===== config.mk =====
export PLATFORM = sky130hd
export DESIGN_NAME = tcp_tx_resp
export DESIGN_NICKNAME = d
export VERILOG_FILES = /design/src/rtl/tcp_tx_resp.sv
export SDC_FILE = /design/constraint.sdc
export NUM_CORES = 1
export LEC_CHECK = 0
export ABC_AREA = 0
export CORE_AREA = 5 5 510 512
export CTS_BUF_LIST = sky130_fd_sc_hd__clkbuf_2 sky130_fd_sc_hd__clkbuf_4 sky130_fd_sc_hd__clkbuf_8
export DETAILED_ROUTE_END_ITERATION = 8
export DIE_AREA = 0 0 515 517
export PLACE_DENSITY_LB_ADDON = 0.25
export SYNTH_ARGS = -nofsm -noshare
export SYNTH_HDL_FRONTEND = slang
export SYNTH_SLANG_ARGS = --single-unit

===== constraint.sdc =====
create_clock -name aclk -period 19.3 [get_ports aclk]
set_input_delay 3.86 -clock aclk [delete_from_list [all_inputs] [get_ports aclk]]
set_output_delay 3.86 -clock aclk [all_outputs]
set_load 0.02 [all_outputs]

===== src/rtl/tcp_tx_resp.sv =====
// tcp_tx_resp: TCP TX request front-end that reserves buffer credit, reports status
// and forwards the payload with a tlast regenerated from the requested length.
module tcp_tx_resp #(
   parameter int BUF_BYTES = 65536
) (
   input  logic         aclk,
   input  logic         areset,
   input  logic         s_tcp_tx_meta_valid,
   output logic         s_tcp_tx_meta_ready,
   input  logic [39:0]  s_tcp_tx_meta_data,
   output logic         m_tcp_tx_stat_valid,
   input  logic         m_tcp_tx_stat_ready,
   output logic [63:0]  m_tcp_tx_stat_data,
   input  logic         s_axis_tcp_tx_tvalid,
   output logic         s_axis_tcp_tx_tready,
   input  logic [511:0] s_axis_tcp_tx_tdata,
   input  logic [63:0]  s_axis_tcp_tx_tkeep,
   input  logic         s_axis_tcp_tx_tlast,
   output logic         m_axis_pkt_tvalid,
   input  logic         m_axis_pkt_tready,
   output logic [511:0] m_axis_pkt_tdata,
   output logic [63:0]  m_axis_pkt_tkeep,
   output logic         m_axis_pkt_tlast,
   input  logic         s_credit_valid,
   input  logic [15:0]  s_credit_bytes,
   output logic [29:0]  m_free_bytes,
   output logic         m_err_proto
);
   typedef enum logic [1:0] {IDLE, STAT, DATA} state_t;
   localparam logic [31:0] BUF = 32'(BUF_BYTES);
   state_t       state_q, state_d;
   logic [15:0]  sid_q, sid_d, len_q, len_d;
   logic [1:0]   err_q, err_d;
   logic [29:0]  space_q, space_d, free_q, free_d;
   logic [10:0]  beat_q, beat_d;
   logic         proto_q, proto_d;
   logic         meta_hs, in_data, last_beat, pkt_hs;
   logic [15:0]  sid_in, len_in, rsv;
   logic [1:0]   err_in;
   logic [31:0]  sum;
   logic [10:0]  exp_beats;
   logic         unused_rsvd;
   assign unused_rsvd = ^s_tcp_tx_meta_data[39:32];
   assign sid_in  = s_tcp_tx_meta_data[15:0];
   assign len_in  = s_tcp_tx_meta_data[31:16];
   assign meta_hs = state_q == IDLE && s_tcp_tx_meta_valid;
   // Empty request outranks an over-size request; both are checked against pre-update credit.
   assign err_in  = len_in == 16'd0 ? 2'd1 : ({14'd0, len_in} > free_q) ? 2'd2 : 2'd0;
   assign rsv     = (meta_hs && err_in == 2'd0) ? len_in : 16'd0;
   assign sum     = {2'd0, free_q} - {16'd0, rsv} + (s_credit_valid ? {16'd0, s_credit_bytes} : 32'd0);
   assign free_d  = sum > BUF ? BUF[29:0] : sum[29:0];
   assign exp_beats = 11'((17'(len_q) + 17'd63) >> 6);
   assign last_beat = beat_q == exp_beats - 11'd1;
   assign in_data   = !areset && state_q == DATA;
   assign pkt_hs    = in_data && s_axis_tcp_tx_tvalid && m_axis_pkt_tready;
   assign s_tcp_tx_meta_ready  = !areset && state_q == IDLE;
   assign m_tcp_tx_stat_valid  = !areset && state_q == STAT;
   assign m_tcp_tx_stat_data   = {err_q, space_q, len_q, sid_q};
   assign s_axis_tcp_tx_tready = in_data && m_axis_pkt_tready;
   assign m_axis_pkt_tvalid    = in_data && s_axis_tcp_tx_tvalid;
   assign m_axis_pkt_tdata     = in_data ? s_axis_tcp_tx_tdata : '0;
   assign m_axis_pkt_tkeep     = in_data ? s_axis_tcp_tx_tkeep : '0;
   assign m_axis_pkt_tlast     = in_data && last_beat;
   assign m_free_bytes = free_q;
   assign m_err_proto  = proto_q;
   always_comb begin
      state_d = state_q;
      sid_d   = sid_q;
      len_d   = len_q;
      err_d   = err_q;
      space_d = space_q;
      beat_d  = beat_q;
      proto_d = proto_q;
      if (meta_hs) begin
         sid_d   = sid_in;
         len_d   = len_in;
         err_d   = err_in;
         space_d = free_q - 30'(rsv);
         state_d = STAT;
      end
      if (state_q == STAT && m_tcp_tx_stat_ready)
         state_d = err_q == 2'd0 ? DATA : IDLE;
      if (pkt_hs) begin
         beat_d  = last_beat ? 11'd0 : beat_q + 11'd1;
         proto_d = proto_q | (s_axis_tcp_tx_tlast != last_beat);
         state_d = last_beat ? IDLE : state_q;
      end
   end
   always_ff @(posedge aclk) begin
      if (areset) begin
         state_q <= IDLE;
         sid_q   <= '0;
         len_q   <= '0;
         err_q   <= '0;
         space_q <= '0;
         free_q  <= BUF[29:0];
         beat_q  <= '0;
         proto_q <= 1'b0;
      end else begin
         state_q <= state_d;
         sid_q   <= sid_d;
         len_q   <= len_d;
         err_q   <= err_d;
         space_q <= space_d;
         free_q  <= free_d;
         beat_q  <= beat_d;
         proto_q <= proto_d;
      end
   end
endmodule


==> impl_metrics.json <==
{
  "tns_ns": 0,
  "synth_fa_ha_area_share_pct": 6.16,
  "vias": 17000,
  "ir_worst_vdd_mv": 0.0299,
  "reg2reg_depth": 30,
  "synthArstFlopShare_pct": 0,
  "dp_slack_ns": 6.03,
  "r2r-end": "m_free_bytes[1]",
  "drv_cap": 0,
  "worstMarginPinSlew_ns": 1.15,
  "yosysSeqAreaShare_pct": 20.0,
  "cpMostUsedCell": "o21a_1",
  "swShare_pct": 40.0,
  "grt_max_degree": 212,
  "grt_pass1_wl_mm": 220,
  "critPathKind": "in2reg",
  "total_power_mw": 0.898,
  "hold_violations": 0,
  "cts.repair.resized": 0,
  "fin_crit_sh_pct": 65.9,
  "clk_latency_ns": 0.46,
  "period_needed_ns": 12.72,
  "clock_sinks": 108,
  "io_buffers": 1307,
  "p_leak_nw": 9.44,
  "layout_common_cells": "1306 x clkdlybuf4s50_1, 598 x and2_1, 117 x nand2_1, 108 x dfxtp_1, 89 x nor2_1",
  "rsz0062_at_grt": "false",
  "viasPerCell": 2.74,
  "grt_pass1_vias": 16500,
  "timing.rr.start": "m_free_bytes[19]",
  "seqPwrFrac_pct": 27.6,
  "layout-drive-gt1-share_pct": 2.10,
  "synth_cell_types": 77,
  "fin_cells": 6226,
  "cts_tree": "done",
  "finalSetupViolCount": 0,
  "status": "completed",
  "crit_path_top_delay_cell": "a211oi_2",
  "wirelength_mm": 186,
  "p_clk_share_pct": 20.0,
  "crit_start": "s_tcp_tx_meta_data[17]",
  "fin_nets": 3449,
  "htree_levels": 3,
  "drt-initial-drc-count": 956,
  "overflow": 0,
  "die_h_um": 517,
  "synth-seq-cells": 108,
  "cts_root_buf": "clkbuf_8",
  "slew_headroom_pct": 23.1,
  "cts_setup_buffers": 0,
  "synthMuxAreaShare_pct": 0.197,
  "setup.worst_path.start_class": "input port",
  "post-route-drc-count": 0,
  "final.setup_skew_ns": 0.0187,
  "num_rows": 186,
  "power_density_nw_per_um2": 31.7,
  "path_max_fanout": 17,
  "ant_nets": 0,
  "critPathMaxStageDelay_ns": 0.96,
  "required_ns": 19.71,
  "synth-edff-count": 0,
  "worstPathArrival_ns": 13.13,
  "placedCellCount": 6130,
  "synthSimpleGateAreaFrac_pct": 50.4,
  "end_kind": "flip-flop",
  "syn_to_final_growth_pct": 162,
  "syn_area_um2": 10800,
  "path_clk_slew_ns": 0.14,
  "reg2reg_setup_slack_ns": 9.87,
  "clk_path_buf_depth": 2,
  "fmax_ghz": 0.0786,
  "first_pass_iters": 5,
  "power.internal_mw": 0.539,
  "synth_xor_area_share_pct": 5.51,
  "layout_setup_ws_ns": 6.58,
  "die_x_um": 515,
  "wire_per_inst_um": 29.9,
  "ios": 1316,
  "grt_usage_pct": 13.2,
  "numCtsBuffers": 9,
  "yosys_warnings": 0,
  "min_path_type": "reg2reg",
  "final_common_cell": "clkdlybuf4s50_1",
  "hpwl_mm": 171,
  "antenna_found_initial": 242,
  "syn_inst": 1515,
  "synthFlopType": "dfxtp_1",
  "gp_congestion": 0.945,
  "p_sw_mw": 0.360,
  "cts_hold_buf": 0,
  "die-area_um2": 266000,
  "pwr-share-comb_pct": 52.4,
  "initial_core_util_pct": 4.23,
  "synth_top_family_by_area": "simple AND/OR/NAND/NOR gates",
  "crit_path_end": "m_free_bytes[1]",
  "synth_compound_area_share_pct": 12.8,
  "drv_slew": 0,
  "core_region_area_um2": 255000,
  "syn_avg_cell_area_um2": 7.13
}
[worst max-delay path, delay by kind of cell]
kind,cells,cell delay (ns)
AO/OA/AOI/OAI,17,4.62
AND/OR/NAND/NOR,9,2.37
adder cells (fa/ha/maj),3,1.24
buffers and inverters,1,0.58
XOR/XNOR,2,0.43
[cell families (layout without fill, tap and decap cells)]
logic type / after synthesis / count (layout)
xor+xnor: 68 / 68
buf+inv: 133 / 1368
simple gates: 945 / 945
other cells: 1 / 93
compound gates: 206 / 206
mux: 2 / 2
flops: 108 / 108
fa+ha+maj: 52 / 52
[area by class of cell]
| class | instances | area [um2] |
|---|---|---|
| Sequential cell | 108 | 2160 |
| Clock buffer | 9 | 124 |
| Clock inverter | 7 | 103 |
| Tap cell | 3384 | 4230 |
| Inverter | 32 | 120 |
| Timing Repair Buffer | 1320 | 13200 |
| Antenna cell | 80 | 200 |
| Multi-Input combinational cell | 1286 | 8180 |
| Fill cell | 29500 | 227000 |
[cells in the mapped netlist, types with 3 or more instances]
cell      instances  area, um2
a211o_1           3       26.3
a211oi_1         22        165
a21o_1           11       82.6
a21oi_1          66        330
a22oi_1          17        128
a31oi_1           5       31.3
and2_1          599       3750
and3_1           16        100
and3b_2           4       40.0
clkbuf_1         95        357
dfxtp_1         108       2160
ha_1             50        626
inv_1            32        120
nand2_1         118        443
nand2b_1          8       50.1
nand3_1          18       90.1
nand4_1          16        100
nor2_1           89        334
nor2b_1           9       56.3
nor3_1           19       95.1
nor4_1            8       50.1
o211ai_1          7       52.6
o21a_1           14        105
o21ai_0          24        120
o221ai_1          3       26.3
o31ai_1           5       37.5
or2_2             3       18.8
or3_1             8       50.1
or4_1             9       67.6
xnor2_1          40        350
xor2_1           28        245
[routing by layer]
metal	vias to the layer above	global-route usage, %	share of wire [%]
li1	7543	-	-
met1	7877	12.3	32
met2	1189	24.7	53
met3	387	6.82	12
met4	36	4.44	3.5
met5	-	0.451	0.14
[per-stage QoR]
stage	hold WS, ns	area, um2	utilization (%)
after global routing	0.484	28300	11.1
after floorplan	0.498	10800	-
after CTS	0.469	28100	11.0
final	0.465	28300	11.1
after detailed placement	0.449	27900	10.9
after global placement	0.447	27900	10.9
[flip-flops by register name (all words and copies together) (netlist names)]
name,flops
len_q,16
state_q,2
m_err_proto,1
beat_q,11
err_q,2
sid_q,16
space_q,30
m_free_bytes,30
[power groups by stage]
stage	registers [mW]	logic (mW)	clock network [mW]
floorplan	0.266	0.174	0
global placement	0.253	0.478	0
detailed placement	0.253	0.476	0
CTS	0.248	0.480	0.195
global route	0.251	0.507	0.199
finish	0.248	0.470	0.180
[worst min-delay path by stage]
stage / startpoint / endpoint / slack (ns) / cells past startpoint
CTS: space_q[12] / space_q[12] / 0.47 / 2
global placement: sid_q[8] / sid_q[8] / 0.45 / 2
detailed placement: space_q[12] / space_q[12] / 0.45 / 2
finish: sid_q[0] / sid_q[0] / 0.47 / 2
floorplan: beat_q[10] / beat_q[10] / 0.50 / 2
global route: sid_q[2] / sid_q[2] / 0.48 / 2
(Power assumes the default switching activity.)
